==> src/rtl/i2c_pkg.sv <==
// Shared types and bus constants for the I2C burst write engine.
package i2c_pkg;

  typedef enum logic [2:0] {
    ST_IDLE     = 3'd0,
    ST_START    = 3'd1,
    ST_ADDR     = 3'd2,
    ST_ADDR_ACK = 3'd3,
    ST_DATA     = 3'd4,
    ST_DATA_ACK = 3'd5,
    ST_STOP     = 3'd6
  } i2c_tx_state_t;

  localparam logic I2C_WRITE = 1'b0;
  localparam logic I2C_ACK   = 1'b0;
  localparam logic I2C_NAK   = 1'b1;

endpackage

==> src/rtl/i2c_byte_fifo.sv <==
// Byte FIFO with synchronous push/pop/flush; push while full is allowed when a pop frees a slot.
module i2c_byte_fifo #(
  parameter int unsigned DEPTH = 4
) (
  input  logic       clk,
  input  logic       rstn,
  input  logic       push_i,
  input  logic [7:0] data_i,
  input  logic       pop_i,
  input  logic       flush_i,
  output logic [7:0] data_o,
  output logic       full_o,
  output logic       empty_o
);

  localparam int unsigned PTR_W = $clog2(DEPTH);
  localparam int unsigned CNT_W = PTR_W + 1;

  logic [7:0]       mem_q [DEPTH];
  logic [PTR_W-1:0] wptr_q, rptr_q;
  logic [CNT_W-1:0] cnt_q;
  logic             do_push, do_pop;

  assign empty_o = (cnt_q == '0);
  assign full_o  = (cnt_q == CNT_W'(DEPTH));
  assign do_pop  = pop_i && !empty_o && !flush_i;
  assign do_push = push_i && (!full_o || do_pop) && !flush_i;
  assign data_o  = mem_q[rptr_q];

  always_ff @(posedge clk) begin
    if (do_push) mem_q[wptr_q] <= data_i;
  end

  always_ff @(posedge clk or negedge rstn) begin
    if (!rstn) begin
      wptr_q <= '0;
      rptr_q <= '0;
      cnt_q  <= '0;
    end else if (flush_i) begin
      wptr_q <= '0;
      rptr_q <= '0;
      cnt_q  <= '0;
    end else begin
      if (do_push) wptr_q <= wptr_q + PTR_W'(1);
      if (do_pop)  rptr_q <= rptr_q + PTR_W'(1);
      cnt_q <= cnt_q + CNT_W'(do_push) - CNT_W'(do_pop);
    end
  end

endmodule

==> src/rtl/i2c_tx_burst.sv <==
// I2C controller burst write engine: START, address+W, FIFO-fed data bytes with ACK checks, STOP.
module i2c_tx_burst
  import i2c_pkg::*;
#(
  parameter int unsigned CLK_DIV    = 4,
  parameter int unsigned FIFO_DEPTH = 4,
  parameter int unsigned LEN_W      = 8
) (
  input  logic             clk,
  input  logic             rstn,
  input  logic             start,
  input  logic [6:0]       addr,
  input  logic [LEN_W-1:0] len,
  input  logic [7:0]       wr_data,
  input  logic             wr_valid,
  output logic             wr_ready,
  output logic             busy,
  output logic             done,
  output logic             nak,
  output logic [LEN_W-1:0] sent_cnt,
  output logic             scl_oe,
  output logic             sda_oe,
  input  logic             scl_i,
  input  logic             sda_i
);

  localparam int unsigned   DIV_W    = $clog2(CLK_DIV);
  localparam logic [DIV_W-1:0] DIV_LAST = DIV_W'(CLK_DIV - 1);

  i2c_tx_state_t    state_q, state_d;
  logic [DIV_W-1:0] cnt_q, cnt_d;
  logic [1:0]       qtr_q, qtr_d;
  logic [2:0]       bit_q, bit_d;
  logic [7:0]       shreg_q, shreg_d;
  logic [LEN_W-1:0] len_q, len_d;
  logic [LEN_W-1:0] sent_q, sent_d, sent_inc;
  logic             stall_q, stall_d;
  logic             busy_q, busy_d;
  logic             done_q, done_d;
  logic             nak_q, nak_d;
  logic             scl_oe_q, scl_oe_d;
  logic             sda_oe_q, sda_oe_d;

  logic             div_hold, qtick, need_byte;
  logic             fifo_pop, fifo_flush, fifo_full, fifo_empty;
  logic [7:0]       fifo_head;

  i2c_byte_fifo #(.DEPTH(FIFO_DEPTH)) u_fifo (
    .clk     (clk),
    .rstn    (rstn),
    .push_i  (wr_valid && wr_ready),
    .data_i  (wr_data),
    .pop_i   (fifo_pop),
    .flush_i (fifo_flush),
    .data_o  (fifo_head),
    .full_o  (fifo_full),
    .empty_o (fifo_empty)
  );

  assign wr_ready   = !fifo_full;
  assign fifo_flush = (state_q == ST_STOP) && nak_q;
  assign sent_inc   = sent_q + LEN_W'(1);

  // Divider freezes during underrun and while SCL is stretched low by the target.
  always_comb begin
    div_hold = stall_q;
    if (state_q == ST_STOP && qtr_q == 2'd1 && !scl_i) div_hold = 1'b1;
    if ((state_q inside {ST_ADDR, ST_ADDR_ACK, ST_DATA, ST_DATA_ACK}) &&
        qtr_q == 2'd2 && !scl_i) div_hold = 1'b1;
  end

  assign qtick = busy_q && !div_hold && (cnt_q == DIV_LAST);

  always_comb begin
    state_d   = state_q;
    cnt_d     = cnt_q;
    qtr_d     = qtr_q;
    bit_d     = bit_q;
    shreg_d   = shreg_q;
    len_d     = len_q;
    sent_d    = sent_q;
    stall_d   = stall_q;
    busy_d    = busy_q;
    done_d    = 1'b0;
    nak_d     = nak_q;
    scl_oe_d  = scl_oe_q;
    sda_oe_d  = sda_oe_q;
    need_byte = stall_q;
    fifo_pop  = 1'b0;

    if (busy_q && !div_hold) begin
      cnt_d = qtick ? '0 : cnt_q + DIV_W'(1);
      if (qtick) qtr_d = qtr_q + 2'd1;
    end

    case (state_q)
      ST_IDLE: begin
        if (start) begin
          state_d  = ST_START;
          busy_d   = 1'b1;
          sda_oe_d = 1'b1;
          nak_d    = 1'b0;
          sent_d   = '0;
          len_d    = len;
          shreg_d  = {addr, I2C_WRITE};
          cnt_d    = '0;
          qtr_d    = '0;
          stall_d  = 1'b0;
        end
      end
      ST_START: begin
        if (qtick && qtr_q == 2'd1) begin
          state_d  = ST_ADDR;
          qtr_d    = '0;
          bit_d    = 3'd7;
          scl_oe_d = 1'b1;
          sda_oe_d = ~shreg_q[7];
        end
      end
      ST_ADDR, ST_DATA: begin
        if (qtick && qtr_q == 2'd1) scl_oe_d = 1'b0;
        if (qtick && qtr_q == 2'd3) begin
          scl_oe_d = 1'b1;
          if (bit_q == 3'd0) begin
            state_d  = (state_q == ST_ADDR) ? ST_ADDR_ACK : ST_DATA_ACK;
            sda_oe_d = 1'b0;
          end else begin
            bit_d    = bit_q - 3'd1;
            shreg_d  = {shreg_q[6:0], 1'b0};
            sda_oe_d = ~shreg_q[6];
          end
        end
      end
      ST_ADDR_ACK: begin
        if (qtick && qtr_q == 2'd1) scl_oe_d = 1'b0;
        if (qtick && qtr_q == 2'd3) begin
          scl_oe_d = 1'b1;
          if (sda_i != I2C_ACK || len_q == '0) begin
            nak_d    = (sda_i == I2C_NAK);
            state_d  = ST_STOP;
            sda_oe_d = 1'b1;
          end else begin
            state_d   = ST_DATA;
            need_byte = 1'b1;
          end
        end
      end
      ST_DATA_ACK: begin
        if (qtick && qtr_q == 2'd1) scl_oe_d = 1'b0;
        if (qtick && qtr_q == 2'd3) begin
          scl_oe_d = 1'b1;
          if (sda_i == I2C_NAK) begin
            nak_d    = 1'b1;
            state_d  = ST_STOP;
            sda_oe_d = 1'b1;
          end else begin
            sent_d = sent_inc;
            if (sent_inc == len_q) begin
              state_d  = ST_STOP;
              sda_oe_d = 1'b1;
            end else begin
              state_d   = ST_DATA;
              need_byte = 1'b1;
            end
          end
        end
      end
      ST_STOP: begin
        if (qtick) begin
          case (qtr_q)
            2'd0: scl_oe_d = 1'b0;
            2'd1: sda_oe_d = 1'b0;
            2'd2: begin
              busy_d  = 1'b0;
              done_d  = 1'b1;
              state_d = ST_IDLE;
              qtr_d   = '0;
            end
            default: ;
          endcase
        end
      end
      default: state_d = ST_IDLE;
    endcase

    // Fetch the next data byte; on underrun keep SCL low and restart Q0 once a byte lands.
    if (need_byte) begin
      bit_d = 3'd7;
      if (!fifo_empty) begin
        fifo_pop = 1'b1;
        shreg_d  = fifo_head;
        sda_oe_d = ~fifo_head[7];
        stall_d  = 1'b0;
        cnt_d    = '0;
        qtr_d    = '0;
      end else begin
        stall_d  = 1'b1;
      end
    end
  end

  always_ff @(posedge clk or negedge rstn) begin
    if (!rstn) begin
      state_q  <= ST_IDLE;
      cnt_q    <= '0;
      qtr_q    <= '0;
      bit_q    <= '0;
      shreg_q  <= '0;
      len_q    <= '0;
      sent_q   <= '0;
      stall_q  <= 1'b0;
      busy_q   <= 1'b0;
      done_q   <= 1'b0;
      nak_q    <= 1'b0;
      scl_oe_q <= 1'b0;
      sda_oe_q <= 1'b0;
    end else begin
      state_q  <= state_d;
      cnt_q    <= cnt_d;
      qtr_q    <= qtr_d;
      bit_q    <= bit_d;
      shreg_q  <= shreg_d;
      len_q    <= len_d;
      sent_q   <= sent_d;
      stall_q  <= stall_d;
      busy_q   <= busy_d;
      done_q   <= done_d;
      nak_q    <= nak_d;
      scl_oe_q <= scl_oe_d;
      sda_oe_q <= sda_oe_d;
    end
  end

  assign busy     = busy_q;
  assign done     = done_q;
  assign nak      = nak_q;
  assign sent_cnt = sent_q;
  assign scl_oe   = scl_oe_q;
  assign sda_oe   = sda_oe_q;

endmodule

==> config.mk <==
export PLATFORM = sky130hd
export DESIGN_NAME = i2c_tx_burst
export DESIGN_NICKNAME = d
export VERILOG_FILES = /design/src/rtl/i2c_pkg.sv /design/src/rtl/i2c_byte_fifo.sv /design/src/rtl/i2c_tx_burst.sv
export SDC_FILE = /design/constraint.sdc
export NUM_CORES = 1
export LEC_CHECK = 0
export BUFFER_PORTS_ARGS = -buffer_cell sky130_fd_sc_hd__buf_2
export CAP_MARGIN = 25
export CORE_MARGIN = 8
export CORE_UTILIZATION = 40
export CTS_BUF_LIST = sky130_fd_sc_hd__clkbuf_8 sky130_fd_sc_hd__clkbuf_16
export CTS_CLUSTER_SIZE = 40
export DETAILED_ROUTE_END_ITERATION = 10
export PLACE_DENSITY = 0.64
export SETUP_SLACK_MARGIN = 0.15
export SLEW_MARGIN = 15
export SYNTH_ARGS = -nofsm -noshare
export SYNTH_HDL_FRONTEND = slang
export SYNTH_SLANG_ARGS = --single-unit
==> constraint.sdc <==
create_clock -name clk -period 3.6 [get_ports clk]
set_input_delay 0.72 -clock clk [delete_from_list [all_inputs] [get_ports clk]]
set_output_delay 0.72 -clock clk [all_outputs]
set_load 0.01 [all_outputs]
* Yosys cells after proc, flatten, opt, wreduce, memory -nomap -nowiden
Memory sizes are Yosys's and may differ from the RTL's.
Index checks and enable logic that the tools add are counted.
** Operators by class
- Add/subtract/negate cells :: 8
- Reductions and logical operators :: 46
- Bitwise gates (word level) :: 3
- Eq/ne operators :: 28
- Multiplexer cells :: 96
** Operators with widths (number)
- 2-to-1 mux 8 bit :: 8
- 2-to-1 mux 1 bit :: 43
- 2-to-1 mux 2 bit :: 21
- 2-to-1 mux 3 bit :: 14
- case mux 8 bit (2 select lines) :: 2
- case mux 3 bit (6 select lines) :: 1
- logical AND 1 bit :: 14
- != test 2 bit, second input constant :: 7
- == test 3 bit, second input constant :: 4
- AND reduction 4 bit :: 3
- nonzero test 2 bit :: 6
- != test 2 x 1 -> 1 bit, second input constant :: 5
- zero test 3 bit :: 3
- != test 3 bit, second input constant :: 3
- nonzero test 3 bit :: 3
- adder 2 x 1 -> 2 bit, second input constant :: 4
- adder 8 x 1 -> 8 bit, second input constant :: 1
- == test 8 bit :: 1
- zero test 8 bit :: 1
- AND reduction 8 bit :: 1
- == test 2 bit, second input constant :: 3
- == test 3 x 2 -> 1 bit, second input constant :: 2
- case mux 1 bit (3 select lines) :: 2
- case mux 1 bit (6 select lines) :: 1
- other kinds (19) :: 28
** Word-level totals
- Memories :: 1
- Output and inout bits :: 14
- Flip-flop bits (word level) :: 47
- Input bits :: 29
- Memory bits (writable) :: 32
** Memory list
- u_fifo.mem_q :: depth 4, width 8, rd ports 1, clocked after memory_dff 0, wr ports 1, RTL line i2c_byte_fifo.sv:19 : logic [7:0] mem_q [DEPTH];

* Longest topological paths before layout
- Word-level depth :: 20
- Mapped depth :: 17
- Depth with buffers taken out :: 16

* Hierarchy
Synthesis repeated with hierarchy kept, for this count alone.
** Unflattened totals
- Cell total of the unflattened synthesis :: 387
- Area total of the unflattened synthesis :: 4351.7 sq um
** Modules (own cells, without submodules)
- i2c_tx_burst :: instances 1, cells each 298, area each 2718.9 sq um
- i2c_byte_fifo :: instances 1, cells each 89, area each 1632.8 sq um

* Worst setup path before layout
Ideal clock, no wire load.
- Path kind :: flip-flop to flip-flop
- From :: register qtr_q[0]
- To :: register u_fifo.cnt_q[2]
- Period minus slack after synthesis :: 3.240 ns
- Cell stages (with the launch flop) :: 18
- Arrival time :: 3.109 ns
- Path slack :: 0.360 ns
- Path buffers :: 1
- Cell sequence :: dfrtp_1 inv_1 ha_1 a21oi_1 a311oi_1 nor3_2 nand4_1 o21ai_2 buf_6 nor2b_1 ha_1 inv_1 ha_1 inv_1 fa_1 xor2_1 xnor2_1 nor2_1
** Between the ends
- Word-level cells in the longest chain between the ends :: 20
** Ends and longest elaborated chain
- start, declared :: RTL line i2c_tx_burst.sv:32 : logic [1:0] qtr_q, qtr_d;
- start signal, assigned :: RTL line i2c_tx_burst.sv:220 : qtr_q <= qtr_d;
- == test 2 x 1 -> 1 bit :: RTL line i2c_tx_burst.sv:67 : if (state_q == ST_STOP && qtr_q == 2'd1 && !scl_i) div_hold = 1'b1;
- logical AND 1 bit (2 in series) :: RTL line i2c_tx_burst.sv:67
- 2-to-1 mux 1 bit :: RTL line i2c_tx_burst.sv:67
- 2-to-1 mux 1 bit :: RTL line i2c_tx_burst.sv:68 : if ((state_q inside {ST_ADDR, ST_ADDR_ACK, ST_DATA, ST_DATA_ACK}) &&
- zero test 1 bit :: RTL line i2c_tx_burst.sv:72 : assign qtick = busy_q && !div_hold && (cnt_q == DIV_LAST);
- logical AND 1 bit (2 in series) :: RTL line i2c_tx_burst.sv:72
- logical AND 1 bit (*) :: RTL line i2c_tx_burst.sv:136, i2c_tx_burst.sv:150
- 2-to-1 mux 1 bit (on tied branches) :: RTL line i2c_tx_burst.sv:150, i2c_tx_burst.sv:136
- case mux 1 bit (2 select lines) (*) :: RTL line i2c_tx_burst.sv:96 : case (state_q)
- 2-to-1 mux 1 bit (*) :: RTL line i2c_tx_burst.sv:187 : if (need_byte) begin
- logical AND 1 bit (*) (2 in series) :: RTL line i2c_byte_fifo.sv:26 : assign do_pop = pop_i && !empty_o && !flush_i;
- logical OR 1 bit :: RTL line i2c_byte_fifo.sv:27 : assign do_push = push_i && (!full_o || do_pop) && !flush_i;
- logical AND 1 bit (2 in series) :: RTL line i2c_byte_fifo.sv:27
- adder 3 x 1 -> 3 bit :: RTL line i2c_byte_fifo.sv:46 : cnt_q <= cnt_q + CNT_W'(do_push) - CNT_W'(do_pop);
- subtractor 3 x 1 -> 3 bit (*) :: RTL line i2c_byte_fifo.sv:46
- 2-to-1 mux 3 bit (*) :: RTL line i2c_byte_fifo.sv:39 : end else if (flush_i) begin
- end signal, assigned :: RTL line i2c_byte_fifo.sv:46
- end, declared :: RTL line i2c_byte_fifo.sv:21 : logic [CNT_W-1:0] cnt_q;
Every way passes the cells marked *; elsewhere a longest branch is shown, timed or not.
A chain may end at the register's enable or synchronous reset.

* Worst setup path in the final report
- From :: register len_q[4]
- To :: register u_fifo.cnt_q[2]
** Between the ends
- Word-level cells in the longest chain between the ends :: 14
** Ends and longest elaborated chain
- start, declared :: RTL line i2c_tx_burst.sv:35 : logic [LEN_W-1:0] len_q, len_d;
- start signal, assigned :: RTL line i2c_tx_burst.sv:223 : len_q <= len_d;
- == test 8 bit or zero test 8 bit (tied branches) :: RTL line i2c_tx_burst.sv:158, i2c_tx_burst.sv:138
- 2-to-1 mux 1 bit or logical OR 1 bit (tied branches) :: RTL line i2c_tx_burst.sv:158, i2c_tx_burst.sv:138
- 2-to-1 mux 1 bit (on tied branches) :: RTL line i2c_tx_burst.sv:152, i2c_tx_burst.sv:138
- 2-to-1 mux 1 bit (on tied branches) :: RTL line i2c_tx_burst.sv:150, i2c_tx_burst.sv:136
- case mux 1 bit (2 select lines) (*) :: RTL line i2c_tx_burst.sv:96
- 2-to-1 mux 1 bit (*) :: RTL line i2c_tx_burst.sv:187
- logical AND 1 bit (*) (2 in series) :: RTL line i2c_byte_fifo.sv:26
- logical OR 1 bit :: RTL line i2c_byte_fifo.sv:27
- logical AND 1 bit (2 in series) :: RTL line i2c_byte_fifo.sv:27
- adder 3 x 1 -> 3 bit :: RTL line i2c_byte_fifo.sv:46
- subtractor 3 x 1 -> 3 bit (*) :: RTL line i2c_byte_fifo.sv:46
- 2-to-1 mux 3 bit (*) :: RTL line i2c_byte_fifo.sv:39
Marks and branches as above.

==> impl_metrics.csv <==
group,metric,value,unit
synth,yosysUniqueCellTypes,65,
clock_network,path_clk_slew,90,ps
synth,synth_enable_flop_cells,32,
grt,gr-usage-met3,4.00,%
synth,synthArstFlopShare,59.5,%
floorplanning,die_x,119,um
clock_network,hold_buffers,0,
place,dpl-instance-area,4630,sq um
clock_network,cts_tree,"done",
floorplanning,rows,37,
routing,drcViolationCount,0,
synth,synth_largest_area_cell,"dfrtp_1",
routing,drt-pass1-iter-count,7,
finish,regArea,2140,sq um
finish,fin_util,47.4,%
finish,finalInstanceArea,4870,sq um
flow_run,maxCapViolCount,0,
clock_network,cts_setup_buffers,0,
sta,period_needed,3220,ps
sta,tns,0,ps
sta,post-route-period-util,89.5,%
sta,maxSlewViolCount,0,
finish,final_cell_mix,"45 x dfrtp_1, 42 x buf_2, 35 x nand2_1",
pwr,powerDensity,721,nW/um^2
clock_network,htree_levels,3,
routing,ant_nets,0,
clock_network,clockRootBuffer,"clkbuf_8",
critical_path,worst-r2r-cell-count,14,
place,port_buffers,42,
synth,yosys_register_bits,79,
sta,worst_pin_slew,604,ps
clock_network,numCtsBuffers,9,
synth,syn_area_per_cell,11.1,sq um
synth,syn_inst,379,
critical_path,crit_path_start_kind,"flop",
synth,ys_top_cells_by_area,"dfrtp_1 28%, edfxtp_1 23%, mux4_2 4.3%",
clock_network,clk_latency,350,ps
grt,antenna_found_initial,0,
critical_path,criticalPathCategory,"reg2reg",
floorplanning,dieArea,14100,sq um
synth,synth_fp_nets,423,
sta,setup_viol_count_final,0,
synth,synth_top_area_share,27.8,%
synth,syn_area,4220,sq um
place,place_congestion,0.891,
finish,multi_input_area,1970,sq um
synth,synth_warnings,0,
grt,top_usage_layer,"met2",
sta,rsz0062_at_grt,"false",
critical_path,rrSetupSlack,380,ps
routing,wl_per_cell,16.1,um
grt,met1_usage,17.0,%
grt,grt_pass1_wl,15800,um
clock_network,cts.path.max_buffers,2,
routing,vias_per_cell,5.44,
grt,grtUsageTotal,13.7,%
grt,grt_pass1_vias,3214,
pwr,ir_worst_vdd,0.370,mV
finish,final_common_cell,"dfrtp_1",
critical_path,timing.rr.end,"u_fifo.cnt_q[2]",
critical_path,cp_max_fo,4,
hold_path,hold_path.class,"in2async",
finish,num_antenna_cells,0,
finish,area_growth,15.3,%
grt,grt_overflow,0,
floorplanning,io_pins,43,
routing,via_count,3098,
finish,fin_nets,473,
routing,drt_wl_total,9200,um
finish,fillers,933,
synth,ys_seq_area_share,50.6,%
floorplanning,start_util,41.1,%
critical_path,r2r-start,"len_q[4]",
clock_network,cts_sinks,79,
critical_path,crit_path_end_kind,"flop",
run_status,status,"completed",
sta,finClkSkew,11.3,ps
sta,maxSlewHeadroom,59.7,%
critical_path,cp.required,3830,ps
critical_path,arrival,3450,ps
synth,ys_dominant_reg_cell,"dfrtp_1",
place,dpl.hpwl,6840,um
grt,grt_start_max_net_pins,31,
floorplanning,die_h,119,um
grt,grtUsageMet2,22.6,%
floorplanning,core_area,10300,sq um
routing,drt_iter0_markers,213,
pwr,p_leak,0.00196,uW
sta,final-hold-violation-count,0,
finish,layout-drive-gt1-share,25.8,%
sta,fmax,0.310,GHz
==> layer usage <==
metal	vias up	wire length, um
li1	1505	-
met1	1509	4150
met2	78	4480
met4	0	74
met3	6	488
met5	-	0
==> logic make-up (layout without fill, tap and decap cells) <==
kind of cell,after synthesis,count (layout),synth area share [%]
simple gates,128,128,16.7
fa+ha+maj,15,15,4.62
flops,79,79,50.6
buf+inv,32,87,3.49
compound gates,91,91,14.4
mux,18,18,6.90
xor+xnor,16,16,3.32
==> where the power goes <==
part,switching (uW),internal [uW]
sequential,252,1200
combinational,712,644
clock,366,338
total,1330,2180
==> cell usage after synthesis (8+ instances only) <==
cell type / instances
ha_1: 14
a21oi_1: 18
mux4_2: 8
nand2_1: 35
o21ai_0: 20
o21ai_1: 8
inv_1: 14
nand3_1: 10
clkbuf_1: 8
mux2_2: 9
dfrtp_1: 47
nor2_1: 25
xnor2_1: 10
edfxtp_1: 32
==> worst max path at each step <==
stage | cells after the start | slack, ps | end | from
floorplan | 17 | 360 | u_fifo.cnt_q[2] | qtr_q[0]
global placement | 15 | 400 | u_fifo.cnt_q[2] | state_q[2]
detailed placement | 15 | 310 | u_fifo.cnt_q[2] | state_q[2]
CTS | 16 | 300 | u_fifo.cnt_q[2] | qtr_q[1]
global route | 14 | 180 | u_fifo.cnt_q[2] | sent_cnt[2]
finish | 14 | 380 | u_fifo.cnt_q[2] | len_q[4]
==> flip-flops by register name (all words and copies together) (netlist names), 2 cells and up <==
register       count
bit_q              3
cnt_q              2
len_q              8
qtr_q              2
sent_cnt           8
shreg_q            8
state_q            3
u_fifo.cnt_q       3
u_fifo.mem_q      32
u_fifo.rptr_q      2
u_fifo.wptr_q      2
==> cell type report <==
class	count	share of cell area (%)
clock inverters	7	1.77
repair buffers	56	6.73
flip-flops and latches	79	43.9
multi-input cells	268	40.4
inverters	15	1.16
clock buffers	9	2.54
well taps	136	3.49
==> through the flow <==
stage	instances	total power, uW	hold WS (ps)	worst slack (ps)
6_report	570	3510	296	377
5_1_grt	570	3770	322	180
4_1_cts	568	3520	299	297
3_5_place_dp	552	2810	515	305
3_3_place_gp	551	2770	500	400
2_1_floorplan	379	2430	424	360
==> what timing repair did <==
| action | CTS | global route |
|---|---|---|
| setup endpoints to repair | 0 | 1 |
| gates resized for setup | 0 | 5 |
| endpoints found under the hold margin | 0 | 0 |
==> critical path, stage by stage, from the launching register on <==
cell     delay (ps)
dfrtp_1         410
or4_4           550
nor2_4          160
a31oi_2         130
nor4_4          360
o21ai_2         110
nor2b_1         140
ha_1            280
inv_1            60
ha_1            130
inv_1            50
fa_1            380
xor2_1          170
xnor2_1         130
nor2_1           50
Power figures use the tool's default switching activity.
